[src/rtl/multicycle_ctrl.sv]
// multicycle_ctrl: Moore control FSM sequencing a shared-memory, single-ALU CPU datapath.
// Optional build macro MEM_WAIT_EN adds the mem_ready port and memory wait states.
`default_nettype none

module multicycle_ctrl (
  input  logic       clk,
  input  logic       rst,
  input  logic [5:0] op,
  input  logic       zero,
`ifdef MEM_WAIT_EN
  input  logic       mem_ready,
`endif
  output logic       pc_en,
  output logic       iord,
  output logic       mem_wr,
  output logic       ir_wr,
  output logic       reg_wr,
  output logic       reg_dst,
  output logic       mem_to_reg,
  output logic       alu_src_a,
  output logic [1:0] alu_src_b,
  output logic [2:0] alu_op,
  output logic       ext_op,
  output logic [1:0] pc_src,
  output logic       instr_done,
  output logic       illegal,
  output logic [3:0] state
);

  typedef enum logic [3:0] {
    FETCH  = 4'd0,
    DECODE = 4'd1,
    MEMADR = 4'd2,
    MEMRD  = 4'd3,
    MEMWB  = 4'd4,
    MEMWR  = 4'd5,
    EXEC   = 4'd6,
    ALUWB  = 4'd7,
    BRANCH = 4'd8,
    IEXEC  = 4'd9,
    IWB    = 4'd10,
    JUMP   = 4'd11
  } state_t;

  localparam logic [5:0] OP_RTYPE = 6'b000000;
  localparam logic [5:0] OP_J     = 6'b000010;
  localparam logic [5:0] OP_BEQ   = 6'b000100;
  localparam logic [5:0] OP_ADDIU = 6'b001001;
  localparam logic [5:0] OP_ORI   = 6'b001101;
  localparam logic [5:0] OP_LW    = 6'b100011;
  localparam logic [5:0] OP_SW    = 6'b101011;

  state_t cur;
  logic   hold;
  logic   pc_wr;
  logic   pc_wr_cond;

  wire is_rtype = (op == OP_RTYPE);
  wire is_j     = (op == OP_J);
  wire is_beq   = (op == OP_BEQ);
  wire is_addiu = (op == OP_ADDIU);
  wire is_ori   = (op == OP_ORI);
  wire is_lw    = (op == OP_LW);
  wire is_sw    = (op == OP_SW);

`ifdef MEM_WAIT_EN
  assign hold = !mem_ready && (cur == FETCH || cur == MEMRD || cur == MEMWR);
`else
  assign hold = 1'b0;
`endif

  always_ff @(posedge clk or posedge rst) begin
    if (rst) begin
      cur <= FETCH;
    end else if (!hold) begin
      case (cur)
        FETCH:  cur <= DECODE;
        DECODE: begin
          if (is_lw || is_sw)          cur <= MEMADR;
          else if (is_rtype)           cur <= EXEC;
          else if (is_beq)             cur <= BRANCH;
          else if (is_ori || is_addiu) cur <= IEXEC;
          else if (is_j)               cur <= JUMP;
          else                         cur <= FETCH;
        end
        MEMADR: cur <= is_sw ? MEMWR : MEMRD;
        MEMRD:  cur <= MEMWB;
        EXEC:   cur <= ALUWB;
        IEXEC:  cur <= IWB;
        default: cur <= FETCH;
      endcase
    end
  end

  // Gating on rst keeps every strobe low for the whole reset window, not just after the edge.
  always_comb begin
    pc_wr      = 1'b0;
    pc_wr_cond = 1'b0;
    iord       = 1'b0;
    mem_wr     = 1'b0;
    ir_wr      = 1'b0;
    reg_wr     = 1'b0;
    reg_dst    = 1'b0;
    mem_to_reg = 1'b0;
    alu_src_a  = 1'b0;
    alu_src_b  = 2'b00;
    alu_op     = 3'b000;
    ext_op     = 1'b0;
    pc_src     = 2'b00;
    instr_done = 1'b0;
    illegal    = 1'b0;
    if (!rst) begin
      case (cur)
        FETCH: begin
          ir_wr     = 1'b1;
          pc_wr     = 1'b1;
          alu_src_b = 2'b01;
        end
        DECODE: begin
          alu_src_b = 2'b11;
          ext_op    = 1'b1;
          if (!(is_lw || is_sw || is_rtype || is_beq || is_ori || is_addiu || is_j)) begin
            illegal    = 1'b1;
            instr_done = 1'b1;
          end
        end
        MEMADR: begin
          alu_src_a = 1'b1;
          alu_src_b = 2'b10;
          ext_op    = 1'b1;
        end
        MEMRD: iord = 1'b1;
        MEMWB: begin
          reg_wr     = 1'b1;
          mem_to_reg = 1'b1;
          instr_done = 1'b1;
        end
        MEMWR: begin
          iord       = 1'b1;
          mem_wr     = 1'b1;
          instr_done = 1'b1;
        end
        EXEC: begin
          alu_src_a = 1'b1;
          alu_op    = 3'b001;
        end
        ALUWB: begin
          reg_wr     = 1'b1;
          reg_dst    = 1'b1;
          instr_done = 1'b1;
        end
        BRANCH: begin
          alu_src_a  = 1'b1;
          alu_op     = 3'b100;
          pc_src     = 2'b01;
          pc_wr_cond = 1'b1;
          instr_done = 1'b1;
        end
        IEXEC: begin
          alu_src_a = 1'b1;
          alu_src_b = 2'b10;
          if (is_ori) alu_op = 3'b010;
          else        ext_op = 1'b1;
        end
        IWB: begin
          reg_wr     = 1'b1;
          instr_done = 1'b1;
        end
        JUMP: begin
          pc_src     = 2'b10;
          pc_wr      = 1'b1;
          instr_done = 1'b1;
        end
        default: ;
      endcase
      // A held memory state keeps its selects but must not commit anything.
      if (hold) begin
        ir_wr      = 1'b0;
        mem_wr     = 1'b0;
        pc_wr      = 1'b0;
        instr_done = 1'b0;
      end
    end
  end

  assign pc_en = pc_wr | (pc_wr_cond & zero);
  assign state = cur;

endmodule

`default_nettype wire

[config.mk]
export PLATFORM = sky130hd
export DESIGN_NAME = multicycle_ctrl
export DESIGN_NICKNAME = d
export VERILOG_FILES = /design/src/rtl/multicycle_ctrl.sv
export SDC_FILE = /design/constraint.sdc
export NUM_CORES = 1
export LEC_CHECK = 0
export BUFFER_PORTS_ARGS = -buffer_cell sky130_fd_sc_hd__buf_2
export CAP_MARGIN = 5
export CORE_MARGIN = 1
export CORE_UTILIZATION = 42
export CTS_BUF_LIST = sky130_fd_sc_hd__clkbuf_16
export DETAILED_ROUTE_END_ITERATION = 8
export HOLD_SLACK_MARGIN = 0.05
export PLACE_DENSITY = 0.77
export SYNTH_ARGS = -nofsm -noshare
export SYNTH_HDL_FRONTEND = slang
export SYNTH_SLANG_ARGS = --single-unit
[constraint.sdc]
create_clock -name clk -period 1.6 [get_ports clk]
set_clock_uncertainty 0.2 [all_clocks]
set_input_delay 0.16 -clock clk [delete_from_list [all_inputs] [get_ports clk]]
set_output_delay 0.16 -clock clk [all_outputs]
set_load 0.005 [all_outputs]
==> results.md, run 1 <==
* Result of the run: complete, but fails checks
* Violations in the final reports: negative setup slack
* Relative contribution of combinational cells to total power at 65.9%
* Overall die area at 0.00146 sq mm
* DRT Pass-1 Iters at 5
* Leakage power at 0.511 nW
* Unique masters post-synth at 33
* Clock-pin slew on the worst setup and hold paths at 0.03 ns
* Slew @ Worst Pin at 0.392 ns
* Sw Share at 41.4%
* Startpoint of the lowest-slack register-to-register path: state[2]
* Commonest non-fill, non-tap cells in the layout: sky130_fd_sc_hd__buf_2 (30), sky130_fd_sc_hd__buf_4 (12), sky130_fd_sc_hd__buf_6 (9)
* Largest register FFs at 4
* Via count of the first global-routing pass at 795
* DRC violation count after routing at 0
* Worst endpoint required time at 1.24 ns
* Tmin final at 1.83 ns
* CTS HTree Levels at 1
* Via density per instance at 6.74
* Share of power burned in the clock network at 22.7%
* First-pass GRT wire length at 3900 microns
* Area contributors post-synth: sky130_fd_sc_hd__dfrtp_1 (18%), sky130_fd_sc_hd__nor2_1 (8.2%), sky130_fd_sc_hd__nor4_1 (5.7%), sky130_fd_sc_hd__nand3_1 (5.4%), sky130_fd_sc_hd__nand2b_1 (4.5%)
* Area fraction of the dominant cell type after synthesis at 18.1%
* Netlist Area Pre-Place at 552 sq um
* Path type of the worst min-delay path: input pin to flip-flop
* Final hold violation count at 0
* Cell-by-cell listing of the critical path: buf_6 > inv_2 > nand3_1 > a41oi_2 > buf_2
* Final WL at 3080 microns
* Count of clock tree sinks at 4
* Die extent in x at 38.2 microns
* Overflow left after global routing at 0
* Fraction of layout cells with a size suffix above 1 at 63.6%
* Global placer's final weighted congestion at 0.879
* Fill count at 46
* Final net count at 140
* Via count at 964
* Post-Syn Area per Cell at 6.81 sq um
* Total negative slack at -2.07 ns
* Number of diodes added for antenna fixing at 0
* Core region area at 0.00116 sq mm
* Number of maximum-capacitance constraint violations at 0
* Number of core rows at 12
* Max Transition Viols Final at 0
* Post-synth ARST share at 100%
* Number of violations reported at the end of detailed-routing iteration 0 at 65
* Proportion of synthesized chip area in sequential cells at 18.1%
* Data arrival time at the worst-slack endpoint at 1.47 ns
* PD cells at 1680 mW/mm^2
* Leading cell type in the layout, fill and taps excluded: sky130_fd_sc_hd__buf_2
* Final setup fails at 17
* Prevailing post-synth register cell: sky130_fd_sc_hd__dfrtp_1
* Initial Util at 47.7%
* Synth area leader: sky130_fd_sc_hd__dfrtp_1
* Relative slew slack at 73.6%
* Deepest clock path buffer count at 2
* Highest fanout seen on the critical path at 15
* Cell internal pwr at 1.06 mW
* Worst setup margin at -0.229 ns
* Pin count of the biggest net entering global routing at 16
* Vert. Die Dim at 38.2 microns
* Portion of the clock cycle consumed by the worst path in the final layout at 114%
* Hold slack at 0.0975 ns
* Routed length per placed instance at 21.5 microns
* Portion of total power attributed to sequential cells at 11.4%
* Number of port buffers at 30
* Post-Synthesis Net Count at 90
* Net switching power of the design at 747 uW
* Worst slack at placement at 0.0213 ns
* Category of the worst setup path capture point: primary output
* I/O pin total at 31
* Antenna violations before repair at 0
* Max frequency at 0.547 GHz
* CTS tree: yes
* HPWL reported at the end of detailed placement at 1360 microns
* Setup repair after global routing missed its margin: yes
* Min-Delay Startpoint: op[4]
* Num CTS Buffers at 3
* Highest ir drop seen on vdd at 1.21 mV
* Area taken by multi-input logic gates at 517 sq um
* Area delta synth->final at 95.0%
* Worst-Skew Late Latency at 0.23 ns
* Cell chosen for the clock root: sky130_fd_sc_hd__clkbuf_16
* Worst Path Class, Setup: flip-flop to primary output
* Number of enable flip-flop cells after synthesis at 0
* Critical Path Slowest Stage Cell: sky130_fd_sc_hd__dfrtp_1
* Number of warnings printed during yosys synthesis at 0
* Post-route antenna net violation count at 0
* Critical Path Source Type: flip-flop
* Number of storage elements in the synthesis netlist at 4
* Largest incremental delay on the critical path at 0.39 ns
* Gate Count Post-Synth at 81
* Launching element of the worst setup path: state[1]
* Global Route Usage Sum at 39.7%
* Sequential cell area at 104 sq um
[power groups by stage]
stage	registers (mW)	clock network [mW]	logic, mW
global placement	0.170	0	0.744
CTS	0.200	0.401	1.01
global route	0.209	0.418	1.23
floorplan	0.158	0	0.428
detailed placement	0.172	0	0.769
finish	0.206	0.409	1.19
[Yosys cell counts (2+ instances only)]
cell type and count:
sky130_fd_sc_hd__a211oi_1 2, sky130_fd_sc_hd__nand2b_1 4, sky130_fd_sc_hd__nand2_1 3, sky130_fd_sc_hd__o21a_1 2, sky130_fd_sc_hd__nor2_1 12, sky130_fd_sc_hd__clkbuf_1 3, sky130_fd_sc_hd__dfrtp_1 4, sky130_fd_sc_hd__xor2_1 2
sky130_fd_sc_hd__nor3_1 5, sky130_fd_sc_hd__a21oi_1 4, sky130_fd_sc_hd__o21ai_0 4, sky130_fd_sc_hd__buf_2 4, sky130_fd_sc_hd__nor4_1 5, sky130_fd_sc_hd__inv_1 3, sky130_fd_sc_hd__nand3_1 6
[metrics by stage]
step	instance area (sq um)	std cells	utilization [%]	total power, mW
2_1_floorplan	557	81	-	0.587
3_5_place_dp	776	129	67.1	0.941
6_report	1080	143	93.1	1.81
3_3_place_gp	776	129	67.1	0.914
5_1_grt	1080	143	93.1	1.86
4_1_cts	1020	141	88.3	1.61
[worst paths after layout]
path	end	slack, ns	cells past startpoint
setup reg to reg	state[2]	0.08	4
hold reg to reg	state[1]	0.53	3
setup / recovery	instr_done	-0.23	5
max in group asynchronous	state[3]	0.59	3
hold / removal	state[2]	0.1	3
min in group asynchronous	state[2]	0.40	3
[routing by layer]
| layer | share of wire [%] | global-route usage [%] |
|---|---|---|
| met3 | 11 | 5.23 |
| met2 | 46 | 69.9 |
| met4 | 5.9 | 18.8 |
| met1 | 37 | 46.6 |
| met5 | 0 | 0 |
[final cells by class]
type | count | area share (%)
sequential | 4 | 9.65
tap | 14 | 1.63
multi-input combinational | 67 | 48.0
timing repair buffer | 52 | 32.7
clock buffer | 3 | 6.98
inverter | 3 | 1.05
[worst max-delay path, delay by kind of cell (launching register included)]
kind	cells	cell delay, ns
AO/OA/AOI/OAI	1	0.24
flip-flops	1	0.39
buffers and inverters	3	0.47
AND/OR/NAND/NOR	1	0.14
[kinds of logic (layout without fill, tap and decap cells)]
logic type / count (synthesis) / after routing / synth area share [%]
xor+xnor: 3 / 3 / 4.76
simple gates: 46 / 46 / 46.5
buf+inv: 10 / 58 / 7.71
flops: 4 / 4 / 18.1
compound gates: 18 / 18 / 22.9
[timing repair]
action	in CTS	in global routing
setup buffers	7	2
setup endpoints to repair	18	17
hold buffers	1	0
pin swaps	7	4
resized for setup	30	9
cloned	1	0
hold endpoints to repair	4	0
Power figures use the tool's default switching activity.
==> inputs of run 2 (changes only) <==
==> config.mk (replaced) <==
export PLATFORM = sky130hd
export DESIGN_NAME = multicycle_ctrl
export DESIGN_NICKNAME = d
export VERILOG_FILES = /design/src/rtl/multicycle_ctrl.sv
export SDC_FILE = /design/constraint.sdc
export NUM_CORES = 1
export LEC_CHECK = 0
export ABC_AREA = 1
export ABC_CLOCK_PERIOD_IN_PS = 1600
export BUFFER_PORTS_ARGS = -buffer_cell sky130_fd_sc_hd__buf_2
export CAP_MARGIN = 5
export CORE_AREA = 2 2 39 41
export CTS_BUF_LIST = sky130_fd_sc_hd__clkbuf_16
export DETAILED_ROUTE_END_ITERATION = 8
export DIE_AREA = 0 0 41 43
export PLACE_DENSITY = 0.73
export SYNTH_ARGS = -nofsm -noshare
export SYNTH_HDL_FRONTEND = slang
export SYNTH_SLANG_ARGS = --single-unit
==> run 2 against run 1 <==
Hold slack better by 0.037 ns. Sequential cell count stayed put. Cell area is 8.0% lower. Largest power group unchanged. Via count is 16% lower. Die area is 21% higher. Critical path type unchanged. Highest routed layer is now met3. Total power is 9.8% lower. Core utilization is 22 points lower. The run still ends with negative setup slack left.
==> results.md, run 2 <==
* First-pass GRT wire length at 2330 microns
* HPWL reported at the end of detailed placement at 1190 microns
* Routed length per placed instance at 11.9 microns
* Die extent in x at 41 microns
* Unique masters post-synth at 19
* FF-to-FF path depth at 6
* Overflow left after global routing at 0
* Leading cell type in the layout, fill and taps excluded: sky130_fd_sc_hd__buf_2
* Path type of the worst min-delay path: input pin to flip-flop
* Worst hold path depth at 5
* Area taken by multi-input logic gates at 400 sq um
* Sequential cell area at 104 sq um
* Fill count at 107
* Most common library cells after synthesis: sky130_fd_sc_hd__nor2_1 (23), sky130_fd_sc_hd__nand2_1 (19), sky130_fd_sc_hd__inv_1 (16)
* Cell chosen for the clock root: sky130_fd_sc_hd__clkbuf_16
* Vert. Die Dim at 43 microns
* Via density per instance at 5.01
* Area contributors post-synth: sky130_fd_sc_hd__dfrtp_1 (19%), sky130_fd_sc_hd__nor2_1 (17%), sky130_fd_sc_hd__nand2_1 (14%), sky130_fd_sc_hd__inv_1 (11%), sky130_fd_sc_hd__nand3_1 (11%)
* Post-route antenna net violation count at 0
* Final hold violation count at 0
* Number of diodes added for antenna fixing at 0
* Max frequency at 0.566 GHz
* Category of the worst setup path capture point: primary output
* Synth area leader: sky130_fd_sc_hd__dfrtp_1
* CTS tree: yes
* Deepest clock path buffer count at 2
* Worst endpoint required time at 1.24 ns
* Area fraction of the dominant cell type after synthesis at 19.1%
* Met1 Use GR at 21.2%
* Setup slack on the worst flop-to-flop path at 0.07 ns
* Worst slack at placement at 0.0828 ns
* Result of the run: complete, but fails checks
* Commonest non-fill, non-tap cells in the layout: sky130_fd_sc_hd__buf_2 (29), sky130_fd_sc_hd__nor2_1 (19), sky130_fd_sc_hd__nand2_1 (16)
* Post-Syn Area per Cell at 5.51 sq um
* Number of warnings printed during yosys synthesis at 0
* Number of violations reported at the end of detailed-routing iteration 0 at 31
* Core region area at 0.00138 sq mm
* Initial Util at 37.8%
* Worst setup margin at -0.166 ns
* Cell-by-cell listing of the critical path: buf_4 > nor2_2 > nand2_1 > nor2_1 > nor2_1 > nand2_1 > buf_2
* Largest incremental delay on the critical path at 0.38 ns
* Most numerous cell in the Yosys netlist: sky130_fd_sc_hd__nor2_1
* Overall die area at 0.00176 sq mm
* DRT Pass-1 Iters at 4
* Num CTS Buffers at 3
* Violations in the final reports: negative setup slack
* Via count of the first global-routing pass at 597
* Slew @ Worst Pin at 0.283 ns
* Final net count at 156
* Busiest layer in global routing: met2
* Largest register FFs at 4
* Pin count of the biggest net entering global routing at 11
* Critical Path Source Type: flip-flop
* Portion of the clock cycle consumed by the worst path in the final layout at 110%
* I/O pin total at 31
* Post-synth ARST share at 100%
* Post-route total power at 1.63 mW
* Data arrival time at the worst-slack endpoint at 1.41 ns
* Antenna violations before repair at 0
* CTS HTree Levels at 1
* Clock-pin slew on the worst setup and hold paths at 0.03 ns
* Critical Path Slowest Stage Cell: sky130_fd_sc_hd__dfrtp_1
* Final WL at 1920 microns
* Number of maximum-capacitance constraint violations at 0
* Netlist Area Pre-Place at 523 sq um
* Global placer's final weighted congestion at 0.780
* Cell Count Post-Placement at 145
* Final setup fails at 11
* Gate Count Post-Synth at 95
* Post-Synthesis Net Count at 104
* Worst-Skew Late Latency at 0.22 ns
* Via count at 806
* Global Route Usage Sum at 19.5%
* Proportion of synthesized chip area in sequential cells at 19.1%
* Leakage power at 0.563 nW
* Highest ir drop seen on vdd at 1.12 mV
* Met2 Resource Use GR at 34.4%
* Tmin final at 1.77 ns
* Final cell count without fillers at 161
* Global-route track usage on met3 at 3.14%
* Number of storage elements in the synthesis netlist at 4
* Count of clock tree sinks at 4
* Number of enable flip-flop cells after synthesis at 0
* Area delta synth->final at 89.2%
* Worst Path Class, Setup: flip-flop to primary output
* Relative slew slack at 81.0%
* Highest fanout seen on the critical path at 5
* Max Transition Viols Final at 0
* Number of port buffers at 30
* Number of core rows at 14
* PD cells at 1640 mW/mm^2
* Prevailing post-synth register cell: sky130_fd_sc_hd__dfrtp_1
* Setup repair after global routing missed its margin: yes
* Fraction of layout cells with a size suffix above 1 at 51.0%
* DRC violation count after routing at 0
[run 2: path summary, 6_finish.rpt]
kind,start,end
worst min register to register,state[0],state[0]
min in group asynchronous,rst,state[0]
worst max register to register,state[3],state[3]
max in group asynchronous,rst,state[2]
worst min-delay path,op[4],state[1]
worst max-delay path,state[1],pc_en
[run 2: metal layers]
| layer | vias to the layer above | wire (microns) |
|---|---|---|
| met4 | 0 | 0 |
| met1 | 375 | 799 |
| met2 | 30 | 1020 |
| met3 | 0 | 102 |
| li1 | 401 | - |
| met5 | - | 0 |
[run 2: final cells by class]
| type | count | share of cell area (%) |
|---|---|---|
| multi-input cells | 73 | 40.5 |
| repair buffers | 48 | 31.7 |
| flip-flops and latches | 4 | 10.5 |
| inverters | 17 | 7.71 |
| clock buffers | 3 | 7.59 |
| well taps | 16 | 2.02 |
[run 2: repair_timing]
item,CTS,global route
hold buffers,1,0
endpoints found under the setup margin,13,17
pin swaps,3,6
setup buffers,2,10
resized for setup,7,20
endpoints found under the hold margin,4,0
[run 2: kinds of logic (layout without fill, tap and decap cells)]
family	Yosys count	in the layout	share of synthesized area, %
flip-flops	4	4	19.1
buffers and inverters	18	68	13.2
AO/OA/AOI/OAI	9	9	10.8
AND/OR/NAND/NOR	64	64	56.9
[run 2: where the power goes]
group | internal [mW] | total, mW | leakage [nW] | switching, mW
clock network | 0.319 | 0.390 | 0.0370 | 0.0707
registers | 0.141 | 0.200 | 0.0488 | 0.0588
logic | 0.514 | 1.04 | 0.477 | 0.524
[run 2: through the flow]
stage	setup TNS [ns]	area (sq um)	hold slack, ns	util [%]
after floorplan	0	523	-0.0819	-
after global placement	0	726	0.0624	52.4
after detailed placement	0	726	0.0609	52.4
after CTS	-0.842	836	0.144	60.4
after global routing	-2.05	990	0.174	71.5
final	-1.05	990	0.135	71.5
[run 2: worst max-delay path, delay by kind of cell, from the launching register on]
family / cells / cell delay [ns]
flip-flops: 1 / 0.38
AND/OR/NAND/NOR: 5 / 0.53
buffers and inverters: 2 / 0.26
